File: src/rtl/kd_node_engine.sv
// kd_node_engine: per-node kd-tree compute element for the k-means datapath.
// It runs one operation per valid/ready transaction:
//   sort  - three compare-and-swap steps over (left, parent, right) on the split axis
//   query - serial Manhattan distance to the parent center, then the best-candidate
//           update and the branch decisions
// Every input is captured at accept, so the caller may change its inputs straight away.
module kd_node_engine #(
  parameter  int DIM    = 3,
  parameter  int DATA_W = 8,
  localparam int AXIS_W = (DIM > 1) ? $clog2(DIM) : 1,
  localparam int DIST_W = DATA_W + $clog2(DIM),
  localparam int CTR_W  = DIM * DATA_W
) (
  input  logic              clk,
  input  logic              rst,
  input  logic              in_valid,
  output logic              in_ready,
  input  logic              op,
  input  logic              left_en,
  input  logic              right_en,
  input  logic [AXIS_W-1:0] axis,
  input  logic [CTR_W-1:0]  left,
  input  logic [CTR_W-1:0]  parent,
  input  logic [CTR_W-1:0]  right,
  input  logic [CTR_W-1:0]  query,
  input  logic [CTR_W-1:0]  best_in,
  input  logic [DIST_W-1:0] best_dist_in,
  output logic              out_valid,
  input  logic              out_ready,
  output logic [CTR_W-1:0]  new_left,
  output logic [CTR_W-1:0]  new_parent,
  output logic [CTR_W-1:0]  new_right,
  output logic [CTR_W-1:0]  best_out,
  output logic [DIST_W-1:0] best_dist_out,
  output logic              first_dir,
  output logic              other_branch,
  output logic              stable,
  output logic [1:0]        swap_cnt
);

  typedef enum logic [1:0] {IDLE, SORT, DIST, DONE} state_t;

  localparam logic [AXIS_W-1:0] LAST_D = AXIS_W'(DIM - 1);

  state_t              state;
  logic [CTR_W-1:0]    cl, cp, cr, cq, cbest;
  logic [DIST_W-1:0]   cbd;
  logic [AXIS_W-1:0]   caxis;
  logic                cl_en, cr_en;
  logic [1:0]          step;
  logic [AXIS_W-1:0]   dcnt;
  logic [DIST_W-1:0]   acc;
  logic [DATA_W-1:0]   axis_dist;

  // Selects coordinate idx. An out-of-range index reads as zero, so an illegal
  // axis still gives a defined result and the operation still completes.
  function automatic logic [DATA_W-1:0] coord(input logic [CTR_W-1:0] v,
                                              input logic [AXIS_W-1:0] idx);
    logic [DATA_W-1:0] r;
    r = '0;
    for (int d = 0; d < DIM; d++)
      if (idx == AXIS_W'(d)) r = v[d*DATA_W +: DATA_W];
    return r;
  endfunction

  // Per-coordinate unsigned absolute difference between query and parent
  logic [DIM-1:0][DATA_W-1:0] diff;
  for (genvar g = 0; g < DIM; g++) begin : g_lane
    logic [DATA_W-1:0] qa, pa;
    assign qa      = cq[g*DATA_W +: DATA_W];
    assign pa      = cp[g*DATA_W +: DATA_W];
    assign diff[g] = (qa > pa) ? (qa - pa) : (pa - qa);
  end

  // Distance datapath: current term, next accumulator, next axis distance, best update
  logic [DATA_W-1:0] term, ax_next;
  logic [DIST_W-1:0] acc_next, bd_new;
  logic              upd;
  always_comb begin
    term = '0;
    for (int d = 0; d < DIM; d++)
      if (dcnt == AXIS_W'(d)) term = diff[d];
    acc_next = acc + DIST_W'(term);
    ax_next  = (dcnt == caxis) ? term : axis_dist;
    upd      = (acc_next < cbd);
    bd_new   = upd ? acc_next : cbd;
  end

  // Sort datapath: steps 0 and 2 compare (L,P), step 1 compares (P,R); ties never swap
  logic lp_swap, pr_swap, do_swap;
  always_comb begin
    lp_swap = coord(cl, caxis) > coord(cp, caxis);
    pr_swap = coord(cp, caxis) > coord(cr, caxis);
    case (step)
      2'd1:    do_swap = cr_en & pr_swap;
      default: do_swap = cl_en & lp_swap;
    endcase
  end

  assign in_ready   = (state == IDLE);
  assign out_valid  = (state == DONE);
  assign new_left   = cl;
  assign new_parent = cp;
  assign new_right  = cr;

  // Control FSM: capture, sort or distance steps, then hold the result until it is taken
  always_ff @(posedge clk or negedge rst) begin
    if (!rst) begin
      state         <= IDLE;
      cl            <= '0;
      cp            <= '0;
      cr            <= '0;
      cq            <= '0;
      cbest         <= '0;
      cbd           <= '0;
      caxis         <= '0;
      cl_en         <= 1'b0;
      cr_en         <= 1'b0;
      step          <= '0;
      dcnt          <= '0;
      acc           <= '0;
      axis_dist     <= '0;
      best_out      <= '0;
      best_dist_out <= '0;
      first_dir     <= 1'b0;
      other_branch  <= 1'b0;
      stable        <= 1'b0;
      swap_cnt      <= '0;
    end else begin
      case (state)
        IDLE: if (in_valid) begin
          cl        <= left;
          cp        <= parent;
          cr        <= right;
          cq        <= query;
          cbest     <= best_in;
          cbd       <= best_dist_in;
          caxis     <= axis;
          cl_en     <= left_en;
          cr_en     <= right_en;
          step      <= '0;
          dcnt      <= '0;
          acc       <= '0;
          axis_dist <= '0;
          swap_cnt  <= '0;
          state     <= op ? DIST : SORT;
        end
        SORT: begin
          if (do_swap) begin
            if (step == 2'd1) begin
              cp <= cr;
              cr <= cp;
            end else begin
              cl <= cp;
              cp <= cl;
            end
            swap_cnt <= swap_cnt + 2'd1;
          end
          step <= step + 2'd1;
          if (step == 2'd2) begin
            stable        <= (swap_cnt == 2'd0) && !do_swap;
            first_dir     <= 1'b0;
            other_branch  <= 1'b0;
            best_out      <= cbest;
            best_dist_out <= cbd;
            state         <= DONE;
          end
        end
        DIST: begin
          acc       <= acc_next;
          axis_dist <= ax_next;
          dcnt      <= dcnt + 1'b1;
          if (dcnt == LAST_D) begin
            best_out      <= upd ? cp : cbest;
            best_dist_out <= bd_new;
            first_dir     <= coord(cq, caxis) < coord(cp, caxis);
            other_branch  <= DIST_W'(ax_next) < bd_new;
            stable        <= 1'b1;
            swap_cnt      <= '0;
            state         <= DONE;
          end
        end
        DONE: if (out_ready) state <= IDLE;
        default: state <= IDLE;
      endcase
    end
  end

endmodule
File: config.mk
export PLATFORM = sky130hd
export DESIGN_NAME = kd_node_engine
export DESIGN_NICKNAME = d
export VERILOG_FILES = /design/src/rtl/kd_node_engine.sv
export SDC_FILE = /design/constraint.sdc
export NUM_CORES = 1
export LEC_CHECK = 0
export ABC_AREA = 1
export CORE_MARGIN = 5
export CORE_UTILIZATION = 54
export CTS_BUF_LIST = sky130_fd_sc_hd__clkbuf_16
export DETAILED_ROUTE_END_ITERATION = 8
export HOLD_SLACK_MARGIN = 0.12
export PLACE_DENSITY = 0.86
export SLEW_MARGIN = 15
export SYNTH_ARGS = -nofsm -noshare
export SYNTH_HDL_FRONTEND = slang
export SYNTH_SLANG_ARGS = --single-unit
File: constraint.sdc
create_clock -name clk -period 5.75 [get_ports clk]
set_clock_uncertainty 0.15 [all_clocks]
set_input_delay 1.725 -clock clk [delete_from_list [all_inputs] [get_ports clk]]
set_output_delay 1.725 -clock clk [all_outputs]
set_load 0.005 [all_outputs]
==> results.sh <==
export IMPL_grt_use_total_pct=34.54
export IMPL_seqCellArea_um2=4937
export IMPL_max_slew_margin_pct=27.46
export IMPL_grt_overflow=0
export IMPL_drt_total_wl_mm=50.67
export IMPL_synth_area_um2=13730
export IMPL_routedLengthMet1_mm=19.80
export IMPL_grt_pass1_wl_mm=78.06
export IMPL_report_final_slew_viol_count=0
export IMPL_fin_crit_sh_pct=93.61
export IMPL_path_common_cell="nand2_1"
export IMPL_grt_pass1_vias=14277
export IMPL_syn_to_final_growth_pct=26.94
export IMPL_setup_viol=0
export IMPL_seq_area_frac_synth_pct=35.92
export IMPL_synth_top_cells_by_count="711 x nand2_1, 212 x inv_1, 197 x dfrtp_1, 125 x nor2_1, 102 x ha_1"
export IMPL_synth_cell_types=44
export IMPL_clockRootBuffer="clkbuf_16"
export IMPL_cts_sinks=197
export IMPL_max_freq_mhz=185.8
export IMPL_status="finished, final reports clean"
export IMPL_insertion_delay_ps=460
export IMPL_met3WireLength_mm=4.872
export IMPL_start_util_pct=54.66
export IMPL_worst_endpoint_required_ps=6000
export IMPL_die_h_um=169.4
export IMPL_synth_top_area_share_pct=35.92
export IMPL_ios=252
export IMPL_clock_path_buffers=2
export IMPL_diodes=0
export IMPL_place_port_buffers=251
export IMPL_synth_area_leaders="dfrtp_1 36%, nand2_1 19%, ha_1 9.3%"
export IMPL_cp_end_kind="flop"
export IMPL_path_max_fanout=10
export IMPL_yosysWarnings=0
export IMPL_synth_main_ff_cell="dfrtp_1"
export IMPL_fin_nets=2433
export IMPL_drc=0
export IMPL_synth_nets=2194
export IMPL_gp_congestion=0.9562
export IMPL_fin_crit_ps=5383
export IMPL_vias_per_cell=5.772
export IMPL_antenna_found_initial=0
export IMPL_whs_ps=332.0
export IMPL_core_um2=25110
export IMPL_hold_viol_final=0
export IMPL_numCtsBuffers=17
export IMPL_fp_row_count=58
export IMPL_cts_max_level=4
export IMPL_dieArea_um2=28710
export IMPL_clk_pin_slew_ps=100
export IMPL_syn_area_per_cell_um2=7.053
export IMPL_cp_arrival_ps=5640
export IMPL_cts_tree="built"
export IMPL_hold_buffers=0
export IMPL_fillCellCount=2098
export IMPL_synth_edf_count=0
export IMPL_drtPass1Iterations=6
export IMPL_multi_input_area_um2=7651
export IMPL_dp_hpwl_mm=37.97
export IMPL_wl_per_cell_um=20.04
export IMPL_routed_top_layer="met4"
export IMPL_yosysMostFrequentCell="nand2_1"
export IMPL_wl_met2_mm=23.39
export IMPL_critPathMaxStageDelay_ps=460
export IMPL_drt_iter0_drc=1800
export IMPL_cap_violations=0
export IMPL_ys_seq_elements=197
export IMPL_cpMaxStageDelayCell="dfrtp_1"
export IMPL_syn_inst=1946
export IMPL_layout_drive_gt1_share_pct=7.279
export IMPL_ant_nets=0
export IMPL_async_reset_ff_share_pct=100.0
export IMPL_worst_pin_slew_ps=1087
export IMPL_via_count=14592
export IMPL_yosysTopAreaCell="dfrtp_1"
export IMPL_cp_start_kind="flop"
export IMPL_grt_max_degree=123
export IMPL_hp_class="flop to flop"
export IMPL_critical_path_class="flop to flop"
export IMPL_die_w_um=169.4
-- worst max-delay path: cells and delay by family (launching register included) --
kind / cells / cell delay (ps)
buf+inv: 3 / 310
simple gates: 16 / 1500
xor+xnor: 1 / 220
fa+ha+maj: 4 / 1270
compound gates: 10 / 1450
flops: 1 / 460
-- kinds of logic (layout without fill, tap and decap cells) --
group	count (synthesis)	count (layout)	share of synthesized area [%]
buffers and inverters	306	556	9.052
DFF	197	197	35.92
adders and majority gates	109	109	10.32
AOI/OAI and AO/OA	297	297	12.53
and+or+nand+nor	1016	1018	30.84
xor gates and xnor gates	21	21	1.340
-- layout make-up --
class	instances	share of cell area, %
multi-input combinational	1445	43.91
sequential	197	28.34
timing repair buffer	302	16.78
inverter	222	4.783
clock buffer	17	2.442
tap	330	2.370
clock inverter	15	1.372
-- flip-flops by register name, indices dropped and copies added (netlist names), 10 cells and up --
name,cells
new_left,24
cq,24
best_out,24
new_parent,24
new_right,24
cbd,10
cbest,24
best_dist_out,10
acc,10
-- per-layer routing --
layer  global-route usage [%]  vias to the layer above
met5                        0                        -
met4                    15.40                        0
met3                    7.384                      156
met2                    55.89                      824
met1                    44.85                     6844
li1                         -                     6768
-- through the flow --
step                      area [um^2]  instances  worst slack [ps]  utilization, %  setup TNS (ps)
after floorplan                 13730       1946             762.3               -               0
after global placement          16600       2486             414.3           66.11               0
after detailed placement        16600       2486             239.6           66.11               0
after CTS                       17260       2518             198.5           68.75               0
after global routing            17420       2528            -82.38           69.39          -89.77
final                           17420       2528             367.4           69.39               0
-- path summary, 6_finish.rpt --
kind / startpoint / endpoint / slack [ps] / cells after the start
setup / recovery: cq[15]$_DFFE_PN0P_ / other_branch$_DFFE_PN0P_ / 370 / 34
hold / removal: cbest[17]$_DFFE_PN0P_ / cbest[17]$_DFFE_PN0P_ / 330 / 2
setup reg to reg: cq[15]$_DFFE_PN0P_ / other_branch$_DFFE_PN0P_ / 370 / 34
hold reg to reg: cbest[17]$_DFFE_PN0P_ / cbest[17]$_DFFE_PN0P_ / 330 / 2
max in group asynchronous: rst / axis_dist[5]$_DFFE_PN0P_ / 3290 / 2
min in group asynchronous: rst / best_out[17]$_DFFE_PN0P_ / 1210 / 1
-- timing repair --
item                                    4_1_cts  5_1_grt
gates resized for setup                       0       29
buffers inserted                              0        8
endpoints found under the hold margin         0        0
endpoints found under the setup margin        0       35
-- layout by cell type (no fill, tap or decap), types with 5 or more instances in the layout --
cell type	count
a21oi_1	65
a221oi_1	31
and2_1	5
buf_4	49
clkbuf_16	17
clkdlybuf4s50_1	250
dfrtp_1	191
dfrtp_2	6
ha_1	97
inv_1	209
inv_2	13
nand2_1	708
nand2_2	11
nand3_1	68
nand3_2	6
nand4_1	65
nor2_1	123
nor3_1	7
o211ai_1	7
o21ai_0	94
o21ai_1	56
o21ai_2	7
o22ai_1	18
or2_2	7
xnor2_1	5
xor2_1	16
Power is left out: the tool's default activity adds up to more than one toggle a clock period on the data nets, which glitch-free logic cannot reach.
